$ cat config.mk
export PLATFORM = sky130hd
export DESIGN_NAME = knight_rider_shifter_flat
export DESIGN_NICKNAME = d
export VERILOG_FILES = /design/src/rtl/knight_rider_shifter_if.sv /design/src/rtl/knight_rider_shifter.sv /design/src/flat_wrapper.sv
export SDC_FILE = /design/constraint.sdc
export NUM_CORES = 1
export LEC_CHECK = 0
export ABC_AREA = 1
export ABC_CLOCK_PERIOD_IN_PS = 3200
export BUFFER_PORTS_ARGS = -buffer_cell sky130_fd_sc_hd__buf_2
export CAP_MARGIN = 25
export CORE_UTILIZATION = 55
export DETAILED_ROUTE_END_ITERATION = 10
export GPL_TIMING_DRIVEN = 0
export HOLD_SLACK_MARGIN = 0.03
export PLACE_DENSITY = 0.82
export SLEW_MARGIN = 20
export SYNTH_ARGS = -nofsm -noshare
export SYNTH_HDL_FRONTEND = slang
export SYNTH_SLANG_ARGS = --single-unit
$ cat constraint.sdc
create_clock -name clk -period 3.2 [get_ports clk]
set_clock_uncertainty 0.2 [all_clocks]
set_input_delay 0.64 -clock clk [delete_from_list [all_inputs] [get_ports clk]]
set_output_delay 0.64 -clock clk [all_outputs]
set_load 0.05 [all_outputs]
$ cat src/rtl/knight_rider_shifter_if.sv
// Bundles the run controls and LED/status outputs of knight_rider_shifter.
// The master drives en, tick_in and mode; the slave (the shifter) drives the outputs.
interface knight_rider_shifter_if #(
  parameter int unsigned LED_WIDTH = 8
);
  localparam int unsigned PosW = (LED_WIDTH > 1) ? $clog2(LED_WIDTH) : 1;

  logic                 en;
  logic                 tick_in;
  logic                 mode;
  logic [LED_WIDTH-1:0] led;
  logic [PosW-1:0]      pos;
  logic                 dir;
  logic                 sweep_done;

  modport master (
    output en,
    output tick_in,
    output mode,
    input  led,
    input  pos,
    input  dir,
    input  sweep_done
  );

  modport slave (
    input  en,
    input  tick_in,
    input  mode,
    output led,
    output pos,
    output dir,
    output sweep_done
  );
endinterface

$ cat src/rtl/knight_rider_shifter.sv
// Single-LED sweeper advanced by rising edges of a slow tick; bounces or wraps across the bus.
// Optional KNIGHT_RIDER_TRAIL_EN also lights the previously occupied LED.
module knight_rider_shifter #(
  parameter int unsigned LED_WIDTH = 8,
  parameter int unsigned START_POS = 0
) (
  input logic                   clk,
  input logic                   rstn,
  knight_rider_shifter_if.slave bus
);

  localparam int unsigned PosW = (LED_WIDTH > 1) ? $clog2(LED_WIDTH) : 1;
  localparam logic [PosW-1:0] TopPos   = PosW'(LED_WIDTH - 1);
  localparam logic [PosW-1:0] StartPos = PosW'(START_POS);
  localparam logic [PosW-1:0] OnePos   = PosW'(1);

  typedef enum logic [1:0] {
    StIdle,
    StUp,
    StDown
  } state_e;

  state_e               state_q, state_d;
  logic [PosW-1:0]      pos_q, pos_d;
  logic                 dir_q, dir_d;
  logic [LED_WIDTH-1:0] led_q, led_d;
  logic                 sweep_q, sweep_d;
  logic                 tick_dly_q;
  logic                 tick;

`ifdef KNIGHT_RIDER_TRAIL_EN
  logic [PosW-1:0]      prev_q, prev_d;
`endif

  function automatic logic [LED_WIDTH-1:0] onehot(input logic [PosW-1:0] p);
    return LED_WIDTH'(1) << p;
  endfunction

  assign tick = bus.tick_in & ~tick_dly_q;

  // Direction flips on arrival at an end, so the end LED holds for exactly one tick period
  // and sweep_done fires on the tick that lands back on index 0.
  always_comb begin
    state_d = state_q;
    pos_d   = pos_q;
    dir_d   = dir_q;
    sweep_d = 1'b0;
`ifdef KNIGHT_RIDER_TRAIL_EN
    prev_d  = prev_q;
`endif

    unique case (state_q)
      StIdle: begin
        // Resume in the held direction; a tick in the enabling cycle is dropped.
        if (bus.en) begin
          state_d = dir_q ? StDown : StUp;
`ifdef KNIGHT_RIDER_TRAIL_EN
          prev_d  = pos_q;
`endif
        end
      end

      StUp: begin
        if (!bus.en) begin
          state_d = StIdle;
        end else if (tick) begin
`ifdef KNIGHT_RIDER_TRAIL_EN
          prev_d = pos_q;
`endif
          if (pos_q == TopPos) begin
            if (LED_WIDTH == 1 || bus.mode) begin
              pos_d   = '0;
              sweep_d = 1'b1;
            end else begin
              // Parked at the top in wrap mode, then mode cleared: descend instead.
              pos_d   = pos_q - OnePos;
              state_d = StDown;
              dir_d   = 1'b1;
            end
          end else begin
            pos_d = pos_q + OnePos;
            if ((pos_q + OnePos == TopPos) && !bus.mode) begin
              state_d = StDown;
              dir_d   = 1'b1;
            end
          end
        end
      end

      StDown: begin
        if (!bus.en) begin
          state_d = StIdle;
        end else if (tick) begin
`ifdef KNIGHT_RIDER_TRAIL_EN
          prev_d = pos_q;
`endif
          if (pos_q == '0) begin
            pos_d   = pos_q + OnePos;
            state_d = StUp;
            dir_d   = 1'b0;
          end else begin
            pos_d = pos_q - OnePos;
            if (pos_q == OnePos) begin
              state_d = StUp;
              dir_d   = 1'b0;
              sweep_d = 1'b1;
            end
          end
        end
      end

      default: begin
        state_d = StIdle;
      end
    endcase

    if (state_d == StIdle) begin
      led_d = '0;
    end else begin
`ifdef KNIGHT_RIDER_TRAIL_EN
      led_d = onehot(pos_d) | onehot(prev_d);
`else
      led_d = onehot(pos_d);
`endif
    end
  end

  always_ff @(posedge clk or negedge rstn) begin
    if (!rstn) begin
      state_q    <= StIdle;
      pos_q      <= StartPos;
      dir_q      <= 1'b0;
      led_q      <= '0;
      sweep_q    <= 1'b0;
      tick_dly_q <= 1'b1;
    end else begin
      state_q    <= state_d;
      pos_q      <= pos_d;
      dir_q      <= dir_d;
      led_q      <= led_d;
      sweep_q    <= sweep_d;
      tick_dly_q <= bus.tick_in;
    end
  end

`ifdef KNIGHT_RIDER_TRAIL_EN
  always_ff @(posedge clk or negedge rstn) begin
    if (!rstn) begin
      prev_q <= StartPos;
    end else begin
      prev_q <= prev_d;
    end
  end
`endif

  assign bus.led        = led_q;
  assign bus.pos        = pos_q;
  assign bus.dir        = dir_q;
  assign bus.sweep_done = sweep_q;

  a_idle_dark: assert property (@(posedge clk) disable iff (!rstn)
    (state_q == StIdle) |-> (led_q == '0 && !sweep_q));

`ifndef KNIGHT_RIDER_TRAIL_EN
  a_run_onehot: assert property (@(posedge clk) disable iff (!rstn)
    (state_q != StIdle) |-> $onehot(led_q));
`endif

endmodule

$ cat src/flat_wrapper.sv
// flat-port wrapper written by rule: the top's interface ports become plain ports
module knight_rider_shifter_flat 
#(
  parameter int unsigned LED_WIDTH = 8,
  parameter int unsigned START_POS = 0
)
  (clk, rstn, bus_en, bus_tick_in, bus_mode, bus_led, bus_pos, bus_dir, bus_sweep_done);
  knight_rider_shifter_if #(.LED_WIDTH(LED_WIDTH)) bus_i ();
  input logic clk;
  input logic rstn;
  input wire logic [$bits(bus_i.en)-1:0] bus_en;
  input wire logic [$bits(bus_i.tick_in)-1:0] bus_tick_in;
  input wire logic [$bits(bus_i.mode)-1:0] bus_mode;
  output wire logic [$bits(bus_i.led)-1:0] bus_led;
  output wire logic [$bits(bus_i.pos)-1:0] bus_pos;
  output wire logic [$bits(bus_i.dir)-1:0] bus_dir;
  output wire logic [$bits(bus_i.sweep_done)-1:0] bus_sweep_done;
  assign bus_i.en = bus_en;
  assign bus_i.tick_in = bus_tick_in;
  assign bus_i.mode = bus_mode;
  assign bus_led = bus_i.led;
  assign bus_pos = bus_i.pos;
  assign bus_dir = bus_i.dir;
  assign bus_sweep_done = bus_i.sweep_done;
  knight_rider_shifter #(.LED_WIDTH(LED_WIDTH), .START_POS(START_POS)) u_core (.clk(clk), .rstn(rstn), .bus(bus_i));
endmodule
==> impl_metrics.py <==
metrics = {
    "setup_path": {
        "crit_slowest_cell": "dfrtp_1",
        "worstPathRequired_ps": 3160,
        "crit_family": "simple AND/OR/NAND/NOR gates",
        "arrival_ps": 2040,
        "path_cells": "ha_1, ha_1, nand2_1, nand2_1, nand3_1, nand2_1, nand2_1, nand3_1, nand2_1, nand2_1, a21oi_1",
        "start_kind": "flop",
        "crit_fanout": 9,
        "cp.buffers_inverters": 0,
        "path_class": "reg2reg",
        "cpPeakStageDelay_ps": 440,
        "crit_top_cell": "nand2_1",
        "worstSetupEndpointType": "flop",
    },
    "clock_tree": {
        "cts_root_buffer": "clkbuf_4",
        "numCtsBuffers": 3,
        "clock_latency_ps": 280,
        "cts_tree": "built",
        "clk_path_buf_depth": 2,
        "post_cts_resized": 0,
        "h-tree-depth": 1,
        "cts_setup_buffers": 0,
        "path_clk_slew_ps": 100,
        "clkSinkCount": 16,
        "cts_hold_buf": 0,
    },
    "routing": {
        "num_vias": 898,
        "drtPass1Iterations": 4,
        "vias_per_cell": 5.04,
        "drc": 0,
        "wl_per_cell_um": 10.4,
        "drtIter0Drc": 21,
        "wl_mm": 1.85,
        "ant_nets": 0,
    },
    "placed_design": {
        "portBuffers": 17,
        "place.gp.congestion": 0.915,
        "hpwl_mm": 1.49,
    },
    "timing": {
        "drv_slew": 0,
        "hold_viol": 0,
        "fmax_mhz": 480,
        "finalSetupViolations": 0,
        "tightest_slew_ps": 345,
        "rsz0062_at_grt": "false",
        "post-route-period-util": 0.652,
        "tns_ps": 0,
        "period_needed_ps": 2090,
        "relSlewSlack": 0.770,
    },
    "floorplanning": {
        "die_h_um": 45.3,
        "dieArea_um2": 2050,
        "start_util": 0.591,
        "num_io_pins": 18,
        "coreArea_um2": 1750,
        "die_x_um": 45.3,
        "rows": 15,
    },
    "grt": {
        "grt_pass1_wl_mm": 3.13,
        "grt_pass1_vias": 761,
        "antenna_found_initial": 0,
        "grt_util_all_layers": 0.210,
        "grt-ovfl-total": 0,
        "grt_start_max_net_pins": 17,
    },
    "layout": {
        "most-common-layout-cells": "nand2_1 (37), buf_2 (18), nand3_1 (15), dfrtp_1 (15), inv_1 (13)",
        "drive_gt1_frac": 0.268,
        "final_nets": 169,
        "final_common_cell": "nand2_1",
        "area_growth_pct": 14.8,
        "nFillCells": 159,
        "antennaDiodeCount": 0,
    },
    "yosys": {
        "yosysUniqueCellTypes": 19,
        "synth_seq_cells": 16,
        "syn-cell-area_um2": 1030,
        "synthSimpleGateAreaFrac": 0.332,
        "avgSynthCellArea_um2": 7.82,
        "muxShareOfSynthArea": 0,
        "synth-seq-area-share": 0.389,
        "synth_fa_ha_area_frac": 0.121,
        "syn_nets": 147,
        "synth_top_family_by_area": "simple AND/OR/NAND/NOR gates",
        "yosysWarnings": 0,
        "synth_xor_area_frac": 0,
        "synth_compound_area_frac": 0.0800,
        "syn_inst": 132,
    },
    "flow_run": {
        "max_cap_violations": 0,
    },
    "run_status": {
        "status": "finished clean",
    },
    "power_and_ir_drop": {
        "p_leak_uw": 0.000670,
        "finalPower_uw": 909,
        "irDropWorstVdd_mv": 0.399,
        "power.density_nw_per_um2": 767,
    },
    "worst_hold_path": {
        "min_path_type": "in2async",
    },
}
-- final cells by class --
class / count / area, um2 / area share
Multi-Input combinational cell: 95 / 551 / 0.465
Sequential cell: 16 / 402 / 0.339
Inverter: 20 / 75.1 / 0.0634
Tap cell: 25 / 31.3 / 0.0264
Clock buffer: 4 / 36.3 / 0.0306
Buffer: 1 / 5.00 / 0.00422
Timing Repair Buffer: 17 / 85.1 / 0.0718
-- per-layer routing --
metal / GRT usage / up-vias / routed length (um)
met5: 0 / - / 0
met4: 0.0364 / 0 / 7
met3: 0.0480 / 2 / 66
met2: 0.357 / 19 / 934
met1: 0.278 / 416 / 837
li1: - / 461 / -
-- cells in the mapped netlist (all sizes together) --
master / count / area share
o21ai: 4 / 0.019
ha: 10 / 0.12
dfstp: 1 / 0.025
or3: 1 / 0.0061
inv: 20 / 0.073
nand2: 44 / 0.19
a21oi: 11 / 0.053
nand3: 17 / 0.092
o211ai: 1 / 0.0073
nor2: 6 / 0.036
dfrtp: 15 / 0.36
nand4: 1 / 0.0061
buf: 1 / 0.0048
-- power breakdown --
part           switching (uW)  leakage [uW]  internal, uW
Clock                    62.6     0.0000210          69.2
Sequential               27.1      0.000213           241
Combinational             361      0.000436           147
-- worst paths after layout --
check	start	endpoint	slack [ps]	cells after the start
max	u_core.bus.pos[1]	u_core.bus.led[3]	1110	11
min	rstn	u_core.bus.dir	40	1
max reg2reg	u_core.bus.pos[1]	u_core.bus.led[3]	1110	11
min reg2reg	u_core.bus.dir	u_core.bus.dir	320	2
max in group asynchronous	rstn	u_core.tick_dly_q	2460	1
min in group clk	bus_tick_in	u_core.tick_dly_q	280	1
-- sequential cells by signal, indices dropped and copies added, names as in the netlist --
register / cells
u_core.bus.dir: 1
u_core.bus.led: 8
u_core.bus.pos: 3
u_core.bus.sweep_done: 1
u_core.state_q: 2
u_core.tick_dly_q: 1
-- per-stage QoR --
step           cells  instance area (um2)  hold slack (ps)  utilization  worst slack [ps]
2_1_floorplan    132                 1030              144            -              1070
3_3_place_gp     174                 1150              297        0.658              1150
3_5_place_dp     174                 1150              305        0.658              1130
4_1_cts          178                 1180             48.9        0.679              1120
5_1_grt          178                 1180             59.7        0.679               908
6_report         178                 1180             39.9        0.679              1110
-- cells by family after synthesis --
logic type,after synthesis
compound gates,16
fa+ha+maj,10
buf+inv,21
flops,16
simple gates,69
Power figures use the tool's default switching activity.
